## src/rtl/cgra_dma_arbiter_if.sv

```systemverilog
// Requester and DMA-engine signal bundle for the CGRA DMA arbiter.
// The master modport is the arbiter's view; slave is the requester/engine side.
interface cgra_dma_arbiter_if #(
    parameter int NUM_REQ = 4,
    parameter int ADDR_W  = 32,
    parameter int LEN_W   = 16
);
    localparam int ID_W = $clog2(NUM_REQ);

    logic [NUM_REQ-1:0]        req_valid;
    logic [NUM_REQ-1:0]        req_urgent;
    logic [NUM_REQ*ADDR_W-1:0] req_addr;
    logic [NUM_REQ*LEN_W-1:0]  req_len;
    logic [NUM_REQ-1:0]        req_ready;
    logic [NUM_REQ-1:0]        resp_done;
    logic [NUM_REQ-1:0]        resp_error;
    logic                      dma_trigger;
    logic                      dma_abort;
    logic [ADDR_W-1:0]         dma_addr;
    logic [LEN_W-1:0]          dma_len;
    logic                      dma_busy;
    logic                      dma_done;
    logic                      dma_error;
    logic                      grant_valid;
    logic [ID_W-1:0]           grant_id;
    logic [31:0]               perf_grants;
    logic [31:0]               perf_timeouts;

    modport master (
        input  req_valid, req_urgent, req_addr, req_len,
        input  dma_busy, dma_done, dma_error,
        output req_ready, resp_done, resp_error,
        output dma_trigger, dma_abort, dma_addr, dma_len,
        output grant_valid, grant_id, perf_grants, perf_timeouts
    );

    modport slave (
        output req_valid, req_urgent, req_addr, req_len,
        output dma_busy, dma_done, dma_error,
        input  req_ready, resp_done, resp_error,
        input  dma_trigger, dma_abort, dma_addr, dma_len,
        input  grant_valid, grant_id, perf_grants, perf_timeouts
    );
endinterface

```

## src/rtl/cgra_dma_arbiter.sv

```systemverilog
// Arbiter sharing one CGRA DMA engine among NUM_REQ requesters with an urgent
// class, shared round-robin pointer, per-transfer responses and a watchdog.
module cgra_dma_arbiter #(
    parameter int NUM_REQ = 4,
    parameter int ADDR_W  = 32,
    parameter int LEN_W   = 16,
    parameter int TIMEOUT = 1023
) (
    input  logic                clk,
    input  logic                rst,
    cgra_dma_arbiter_if.master  bus
);
    localparam int ID_W = $clog2(NUM_REQ);
    localparam int WD_W = $clog2(TIMEOUT + 1);

    typedef enum logic [1:0] {
        IDLE      = 2'd0,
        ISSUE     = 2'd1,
        WAIT_DONE = 2'd2,
        RELEASE   = 2'd3
    } state_t;

    state_t              state_r;
    logic [ID_W-1:0]     rr_ptr_r;
    logic [WD_W-1:0]     wd_r;
    logic                pend_r;
    logic                pend_err_r;
    logic [NUM_REQ-1:0]  req_ready_r;
    logic [NUM_REQ-1:0]  resp_done_r;
    logic [NUM_REQ-1:0]  resp_error_r;
    logic                dma_trigger_r;
    logic                dma_abort_r;
    logic [ADDR_W-1:0]   dma_addr_r;
    logic [LEN_W-1:0]    dma_len_r;
    logic                grant_valid_r;
    logic [ID_W-1:0]     grant_id_r;
    logic [31:0]         perf_grants_r;
    logic [31:0]         perf_timeouts_r;

    logic [NUM_REQ-1:0]  urgent_s;
    logic [NUM_REQ-1:0]  cand_s;
    logic [ID_W:0]       idx_s;
    logic                win_found_s;
    logic [ID_W-1:0]     win_id_s;
    logic [ID_W-1:0]     rr_next_s;

    // Winner selection: urgent requesters mask out normal ones, then round-robin from rr_ptr.
    always_comb begin
        urgent_s    = bus.req_valid & bus.req_urgent;
        win_found_s = 1'b0;
        win_id_s    = '0;
        idx_s       = '0;
        if (|urgent_s) begin
            cand_s = urgent_s;
        end else begin
            cand_s = bus.req_valid;
        end
        for (int i = 0; i < NUM_REQ; i++) begin
            idx_s = {1'b0, rr_ptr_r} + (ID_W+1)'(i);
            if (idx_s >= (ID_W+1)'(NUM_REQ)) begin
                idx_s = idx_s - (ID_W+1)'(NUM_REQ);
            end else begin
                idx_s = idx_s;
            end
            if (cand_s[idx_s[ID_W-1:0]] && !win_found_s) begin
                win_found_s = 1'b1;
                win_id_s    = idx_s[ID_W-1:0];
            end else begin
                win_id_s    = win_id_s;
            end
        end
        if (win_id_s == ID_W'(NUM_REQ - 1)) begin
            rr_next_s = '0;
        end else begin
            rr_next_s = win_id_s + ID_W'(1);
        end
    end

    // Transfer FSM; every output is a register, pulses default low each cycle.
    always_ff @(posedge clk) begin
        if (rst) begin
            state_r         <= IDLE;
            rr_ptr_r        <= '0;
            wd_r            <= '0;
            pend_r          <= 1'b0;
            pend_err_r      <= 1'b0;
            req_ready_r     <= '0;
            resp_done_r     <= '0;
            resp_error_r    <= '0;
            dma_trigger_r   <= 1'b0;
            dma_abort_r     <= 1'b0;
            dma_addr_r      <= '0;
            dma_len_r       <= '0;
            grant_valid_r   <= 1'b0;
            grant_id_r      <= '0;
            perf_grants_r   <= 32'd0;
            perf_timeouts_r <= 32'd0;
        end else begin
            req_ready_r   <= '0;
            resp_done_r   <= '0;
            resp_error_r  <= '0;
            dma_trigger_r <= 1'b0;
            dma_abort_r   <= 1'b0;
            case (state_r)
                IDLE: begin
                    if (win_found_s) begin
                        dma_addr_r            <= bus.req_addr[win_id_s*ADDR_W +: ADDR_W];
                        dma_len_r             <= bus.req_len[win_id_s*LEN_W +: LEN_W];
                        grant_id_r            <= win_id_s;
                        grant_valid_r         <= 1'b1;
                        req_ready_r[win_id_s] <= 1'b1;
                        perf_grants_r         <= perf_grants_r + 32'd1;
                        rr_ptr_r              <= rr_next_s;
                        state_r               <= ISSUE;
                    end
                end
                ISSUE: begin
                    // Zero-length and timeout outcomes are reported one cycle into RELEASE.
                    if (dma_len_r == '0) begin
                        pend_r     <= 1'b1;
                        pend_err_r <= 1'b0;
                        state_r    <= RELEASE;
                    end else if (!bus.dma_busy) begin
                        dma_trigger_r <= 1'b1;
                        wd_r          <= '0;
                        state_r       <= WAIT_DONE;
                    end
                end
                WAIT_DONE: begin
                    if (bus.dma_error) begin
                        resp_error_r[grant_id_r] <= 1'b1;
                        state_r                  <= RELEASE;
                    end else if (bus.dma_done) begin
                        resp_done_r[grant_id_r]  <= 1'b1;
                        state_r                  <= RELEASE;
                    end else if (wd_r == WD_W'(TIMEOUT)) begin
                        dma_abort_r     <= 1'b1;
                        pend_r          <= 1'b1;
                        pend_err_r      <= 1'b1;
                        perf_timeouts_r <= perf_timeouts_r + 32'd1;
                        state_r         <= RELEASE;
                    end else begin
                        wd_r <= wd_r + WD_W'(1);
                    end
                end
                RELEASE: begin
                    if (pend_r) begin
                        pend_r <= 1'b0;
                        if (pend_err_r) begin
                            resp_error_r[grant_id_r] <= 1'b1;
                        end else begin
                            resp_done_r[grant_id_r]  <= 1'b1;
                        end
                    end else begin
                        grant_valid_r <= 1'b0;
                        state_r       <= IDLE;
                    end
                end
                default: begin
                    state_r <= IDLE;
                end
            endcase
        end
    end

    assign bus.req_ready     = req_ready_r;
    assign bus.resp_done     = resp_done_r;
    assign bus.resp_error    = resp_error_r;
    assign bus.dma_trigger   = dma_trigger_r;
    assign bus.dma_abort     = dma_abort_r;
    assign bus.dma_addr      = dma_addr_r;
    assign bus.dma_len       = dma_len_r;
    assign bus.grant_valid   = grant_valid_r;
    assign bus.grant_id      = grant_id_r;
    assign bus.perf_grants   = perf_grants_r;
    assign bus.perf_timeouts = perf_timeouts_r;
endmodule

```

## src/flat_wrapper.sv

```systemverilog
// flat-port wrapper written by rule: the top's interface ports become plain ports
module cgra_dma_arbiter_flat 
#(
    parameter int NUM_REQ = 4,
    parameter int ADDR_W  = 32,
    parameter int LEN_W   = 16,
    parameter int TIMEOUT = 1023
)
  (clk, rst, bus_req_valid, bus_req_urgent, bus_req_addr, bus_req_len, bus_dma_busy, bus_dma_done, bus_dma_error, bus_req_ready, bus_resp_done, bus_resp_error, bus_dma_trigger, bus_dma_abort, bus_dma_addr, bus_dma_len, bus_grant_valid, bus_grant_id, bus_perf_grants, bus_perf_timeouts);
  cgra_dma_arbiter_if #(.NUM_REQ(NUM_REQ), .ADDR_W(ADDR_W), .LEN_W(LEN_W)) bus_i ();
  input  logic clk;
  input  logic rst;
  input wire logic [$bits(bus_i.req_valid)-1:0] bus_req_valid;
  input wire logic [$bits(bus_i.req_urgent)-1:0] bus_req_urgent;
  input wire logic [$bits(bus_i.req_addr)-1:0] bus_req_addr;
  input wire logic [$bits(bus_i.req_len)-1:0] bus_req_len;
  input wire logic [$bits(bus_i.dma_busy)-1:0] bus_dma_busy;
  input wire logic [$bits(bus_i.dma_done)-1:0] bus_dma_done;
  input wire logic [$bits(bus_i.dma_error)-1:0] bus_dma_error;
  output wire logic [$bits(bus_i.req_ready)-1:0] bus_req_ready;
  output wire logic [$bits(bus_i.resp_done)-1:0] bus_resp_done;
  output wire logic [$bits(bus_i.resp_error)-1:0] bus_resp_error;
  output wire logic [$bits(bus_i.dma_trigger)-1:0] bus_dma_trigger;
  output wire logic [$bits(bus_i.dma_abort)-1:0] bus_dma_abort;
  output wire logic [$bits(bus_i.dma_addr)-1:0] bus_dma_addr;
  output wire logic [$bits(bus_i.dma_len)-1:0] bus_dma_len;
  output wire logic [$bits(bus_i.grant_valid)-1:0] bus_grant_valid;
  output wire logic [$bits(bus_i.grant_id)-1:0] bus_grant_id;
  output wire logic [$bits(bus_i.perf_grants)-1:0] bus_perf_grants;
  output wire logic [$bits(bus_i.perf_timeouts)-1:0] bus_perf_timeouts;
  assign bus_i.req_valid = bus_req_valid;
  assign bus_i.req_urgent = bus_req_urgent;
  assign bus_i.req_addr = bus_req_addr;
  assign bus_i.req_len = bus_req_len;
  assign bus_i.dma_busy = bus_dma_busy;
  assign bus_i.dma_done = bus_dma_done;
  assign bus_i.dma_error = bus_dma_error;
  assign bus_req_ready = bus_i.req_ready;
  assign bus_resp_done = bus_i.resp_done;
  assign bus_resp_error = bus_i.resp_error;
  assign bus_dma_trigger = bus_i.dma_trigger;
  assign bus_dma_abort = bus_i.dma_abort;
  assign bus_dma_addr = bus_i.dma_addr;
  assign bus_dma_len = bus_i.dma_len;
  assign bus_grant_valid = bus_i.grant_valid;
  assign bus_grant_id = bus_i.grant_id;
  assign bus_perf_grants = bus_i.perf_grants;
  assign bus_perf_timeouts = bus_i.perf_timeouts;
  cgra_dma_arbiter #(.NUM_REQ(NUM_REQ), .ADDR_W(ADDR_W), .LEN_W(LEN_W), .TIMEOUT(TIMEOUT)) u_core (.clk(clk), .rst(rst), .bus(bus_i));
endmodule
```

## config.mk

```make
export PLATFORM = sky130hd
export DESIGN_NAME = cgra_dma_arbiter_flat
export DESIGN_NICKNAME = d
export VERILOG_FILES = /design/src/rtl/cgra_dma_arbiter_if.sv /design/src/rtl/cgra_dma_arbiter.sv /design/src/flat_wrapper.sv
export SDC_FILE = /design/constraint.sdc
export NUM_CORES = 1
export LEC_CHECK = 0
export BUFFER_PORTS_ARGS = -buffer_cell sky130_fd_sc_hd__buf_2
export CORE_UTILIZATION = 44
export CTS_BUF_LIST = sky130_fd_sc_hd__clkbuf_8
export DETAILED_ROUTE_END_ITERATION = 8
export GPL_TIMING_DRIVEN = 0
export PLACE_DENSITY = 0.87
export SYNTH_ARGS = -nofsm -noshare
export SYNTH_HDL_FRONTEND = slang
export SYNTH_SLANG_ARGS = --single-unit
```

## constraint.sdc

```tcl
create_clock -name clk -period 1.8 [get_ports clk]
set_input_delay 0.09 -clock clk [delete_from_list [all_inputs] [get_ports clk]]
set_output_delay 0.09 -clock clk [all_outputs]
set_load 0.02 [all_outputs]
```

==> metrics.txt, run 1 <==
Fail Step=global routing (5_1_grt); syn_nets=about 1k; simple-gate share of the synthesized area=approximately a fifth; grt ovf=11; Die Height=approximately 130 um; post-synthesis compound-gate area fraction=~11%; Post-synth EDFFs=0; IO Port Bufs=between 300 and 400; ys async rst share=0%; clk buf depth=2; multiplexer share of the synthesized area=between 10% and 20%; post-synthesis adder-cell area fraction=about 2.2%; die width=approximately 130 um; area leader, netlist=dfxtp_1; Initial Util=45.2%; error msg=[ERROR GRT-0116] Global routing finished with congestion. Check the congestion regions in the DRC Viewer.; top-area cell type share of the netlist area=40.1%; largest net degree at the start of global routing=17; cells after synthesis=807; top cells by area, synth=dfxtp_1 (40%), mux2i_1 (13%), o221ai_1 (5.8%); Synth Cell Area=0.00724 sq mm; sequential-to-total area share from yosys stat=between 40 and 50%; root buffer cell=clkbuf_8; H-tree lvl count=4; global-route wire length before repair=68800 um; vias in the first global route=10.9k; Syn. warnings=0; post-DP HPWL=18800 um; synth unique cells=between 50 and 60; Synth Area per Inst=~9 sq um; IO Count=about 330; Yosys reg bits=145; CTS Sinks=between 100 and 150; CTS Buf Count=17; Rows=46; post-synthesis xor/xnor area fraction=slightly above 7%; Total GRT Usage=approximately 57%; gpl congestion=0.875; Top FF cell, synth=dfxtp_1; main combinational cell family by area after synthesis=simple AND/OR/NAND/NOR gates; status=stopped before the end
==> metal layers <==
metal | overflow | global-route usage, %
met2 | 6 | 75.5
met1 | 0 | 58.6
met5 | 0 | 15.6
met4 | 4 | 43.2
met3 | 1 | 45.8
==> what timing repair did <==
action	in CTS
pin swaps	47
gates resized for setup	179
gates cloned	7
hold endpoints to repair	57
hold buffers	194
setup buffers	57
setup endpoints to repair	120
==> cell usage after synthesis (10+ instances only) <==
library cell,count
a21oi_1,21
and2_1,10
buf_2,11
buf_4,12
clkbuf_1,22
dfxtp_1,145
ha_1,12
inv_1,18
mux2i_1,97
nand2_1,93
nand3_1,27
nand4_1,15
nor2_1,80
nor3_1,23
nor4_1,19
o21ai_0,18
o221ai_1,48
or3_1,14
xnor2_1,45
xor2_1,15
==> cells by family after synthesis <==
| kind of cell | count (synthesis) |
|---|---|
| DFF | 145 |
| xor gates and xnor gates | 60 |
| AOI/OAI and AO/OA | 112 |
| adders and majority gates | 13 |
| and+or+nand+nor | 314 |
| muxes | 97 |
| buffers and inverters | 66 |
==> metrics by stage <==
stage / setup WS [ps] / instances / hold slack, ps / instance area (sq um)
CTS: -124 / 1642 / 0.848 / 13100
detailed placement: -509 / 1354 / 408 / 9420
floorplan: -13.6 / 807 / 262 / 7490
global placement: -461 / 1354 / 396 / 9420
==> run 2: changes to the inputs <==
--- a/config.mk
+++ b/config.mk
@@ -6,11 +6,10 @@
 export NUM_CORES = 1
 export LEC_CHECK = 0
 export BUFFER_PORTS_ARGS = -buffer_cell sky130_fd_sc_hd__buf_2
-export CORE_UTILIZATION = 44
-export CTS_BUF_LIST = sky130_fd_sc_hd__clkbuf_8
+export CORE_UTILIZATION = 40
 export DETAILED_ROUTE_END_ITERATION = 8
 export GPL_TIMING_DRIVEN = 0
-export PLACE_DENSITY = 0.87
+export PLACE_DENSITY_LB_ADDON = 0.15
 export SYNTH_ARGS = -nofsm -noshare
 export SYNTH_HDL_FRONTEND = slang
 export SYNTH_SLANG_ARGS = --single-unit
==> constraint.sdc (replaced) <==
create_clock -name clk -period 2.3 [get_ports clk]
set_input_delay 0.115 -clock clk [delete_from_list [all_inputs] [get_ports clk]]
set_output_delay 0.115 -clock clk [all_outputs]
set_load 0.02 [all_outputs]
==> run 2 against run 1 <==
  * The run now ends clean
  * Synthesized cell count is the same
  * Synthesized area stayed put
==> metrics.txt, run 2 <==
status=finished, final reports clean; drt total wl=between 20000 and 25000 um; post-synthesis adder-cell area fraction=2.21%; sw frac=a little over a third; max-slew violation count=0; internal power=~6100 uW; vias post-DR=just over 7k; Clk pwr share=29.8%; Synth Cell Area=~0.0072 sq mm; Cells after DPL=roughly 1.4k; H-tree lvl count=4; FILL cells=1637; NetSw=~3500 uW; Initial Util=between 40% and 50%; worst slew pin tran=around 710 ps; RSZ-0062 raised after global routing=true; DRT Pass-1 Iters=5; CP required=2640 ps; most common cell after layout, fill and taps aside=buf_2; global-route wire length before repair=34200 um; CTS Sinks=around 150; grt ovf=0; sequential-to-total area share from yosys stat=40.1%; clk buf depth=2; worst vdd ir=0.592 mV; antenna-violating nets left=0; Initial DRC Count=360; Setup WS pre-CTS=-130 ps; register share of total power=approximately a third; post-DP HPWL=17300 um; share of post-route cells with drive strength above 1=35.6%; Final Worst Setup Slack=~120 ps; post-synthesis compound-gate area fraction=between 10% and 20%; DR WL/cell=between 15 and 20 um; Max-slew headroom=between 50% and 60%; top cells by area, synth=dfxtp_1 (40%), mux2i_1 (13%), o221ai_1 (5.8%); IO Count=between 300 and 400; Area Overhead vs Synth=39.1%; WP data arrival=roughly 2500 ps; ys async rst share=0%; top-area cell type share of the netlist area=roughly 40%; multiplexer share of the synthesized area=a little over an eighth; largest net degree at the start of global routing=17; Top FF cell, synth=dfxtp_1; cells after synthesis=807; clk_lat worst skew=approximately 420 ps; Combinational Power Share=about a third; most frequent cells in the layout=buf_2 (341), dfxtp_1 (145), mux2i_1 (97); area leader, netlist=dfxtp_1; Post-synth top cells=dfxtp_1 (145), mux2i_1 (97), nand2_1 (93); Synth Area per Inst=8.97 sq um; Critical Path Fanout Max=8; Max-cap violations=0; syn_nets=1024; total design power=9530 uW; worst hold slack=just under 10 ps; Setup crit start kind=flip-flop; endpoints failing setup=0; vias in the first global route=approximately 7k; gpl congestion=around 0.89; CTS tree=done; routed vias/inst=between 5 and 6; Tcrit/Tclk final=between 90% and 100%; Core ar.=~0.017 sq mm; Syn. warnings=0; Worst Setup End Kind=flip-flop; CTS Buf Count=17; Yosys reg bits=~150; Nets=1387; most common cell in the netlist=dfxtp_1; final hold violation count=0; min cycle time layout=roughly 2200 ps; Post-synth EDFFs=0; main combinational cell family by area after synthesis=simple AND/OR/NAND/NOR gates; Power Dens Cells=947 mW/mm^2; synth unique cells=55; critical path class=flip-flop to flip-flop; Hold Path Class=input port to flip-flop; cell area after placement=approximately 0.009 sq mm; fmax=approximately 0.46 GHz; post-synthesis xor/xnor area fraction=under 10%; Leakage=about 0.0047 uW; Die Height=137 um; Clock transition at path regs=~60 ps; simple-gate share of the synthesized area=roughly a fifth; initial antenna violation count=5; die width=between 100 and 150 um; Layout Skew=13.0 ps; root buffer cell=clkbuf_16; IO Port Bufs=331; Total GRT Usage=about a quarter; Remaining DRCs=0; die area=roughly 0.019 sq mm; Finished Layout Cells=around 1.4k; Design Area, Final=between 0.01 and 0.015 sq mm; Rows=48
-- run 2: final timing paths --
| kind | start | to | slack (ps) | depth (start not counted) |
|---|---|---|---|---|
| worst max register to register | u_core.wd_r[0] | u_core.bus.perf_timeouts[5] | 120 | 7 |
| worst max-delay path | u_core.wd_r[0] | u_core.bus.perf_timeouts[5] | 120 | 7 |
| worst min-delay path | bus_req_addr[120] | u_core.bus.dma_addr[24] | 10 | 3 |
| worst min register to register | u_core.bus.dma_addr[11] | u_core.bus.dma_addr[11] | 460 | 2 |
-- run 2: cells by family (layout without fill, tap and decap cells) --
logic type / Yosys count / in the layout
xor+xnor: 60 / 60
mux: 97 / 97
buf+inv: 66 / 442
flops: 145 / 145
compound gates: 112 / 112
simple gates: 314 / 314
fa+ha+maj: 13 / 13
other cells: 0 / 5
-- run 2: power groups by stage --
| stage | clock network, uW | logic [uW] | registers (uW) |
|---|---|---|---|
| after floorplan | 0 | 1600 | 3840 |
| after global placement | 0 | 3270 | 3360 |
| after detailed placement | 0 | 3280 | 3360 |
| after CTS | 2880 | 3320 | 3320 |
| after global routing | 2980 | 3620 | 3390 |
| final | 2840 | 3350 | 3350 |
-- run 2: cell type report --
| class | instances | area, sq um | share of cell area (%) |
|---|---|---|---|
| clock buffer | 24 | 512 | 5.08 |
| buffer | 46 | 256 | 2.55 |
| tap | 225 | 282 | 2.80 |
| sequential | 145 | 2900 | 28.8 |
| inverter | 18 | 67.6 | 0.671 |
| timing repair buffer | 346 | 1800 | 17.8 |
| multi-input combinational | 596 | 4140 | 41.1 |
| clock inverter | 8 | 100 | 0.994 |
| antenna | 5 | 12.5 | 0.124 |
-- run 2: stage by stage --
stage,setup TNS [ps],util [%]
after floorplan,0,-
after global placement,-1160,52.5
after detailed placement,-969,52.5
after CTS,0,56.7
after global routing,-101,57.6
final,0,57.6
-- run 2: metal layers --
metal / vias to the layer above / routed length (um) / GRT usage, %
li1: 3645 / - / -
met1: 3329 / 9560 / 28.4
met2: 237 / 11300 / 40.6
met3: 36 / 1220 / 5.22
met4: 0 / 552 / 11.0
met5: - / 0 / 0
-- run 2: worst max-delay path: stages (launching register included) --
cell	delay (ps)
dfxtp_1	400
ha_2	250
and3_1	190
nand4_1	340
nor2_4	310
nand2_1	130
or3_1	330
a21oi_1	140
-- run 2: timing repair --
| item | CTS | global route |
|---|---|---|
| buffers inserted | 0 | 4 |
| setup endpoints to repair | 13 | 49 |
| pin swaps | 1 | 1 |
| hold buffers | 11 | 0 |
| hold endpoints to repair | 5 | 0 |
| resized for setup | 3 | 27 |
Note: power is estimated with default switching activity, not from simulation.
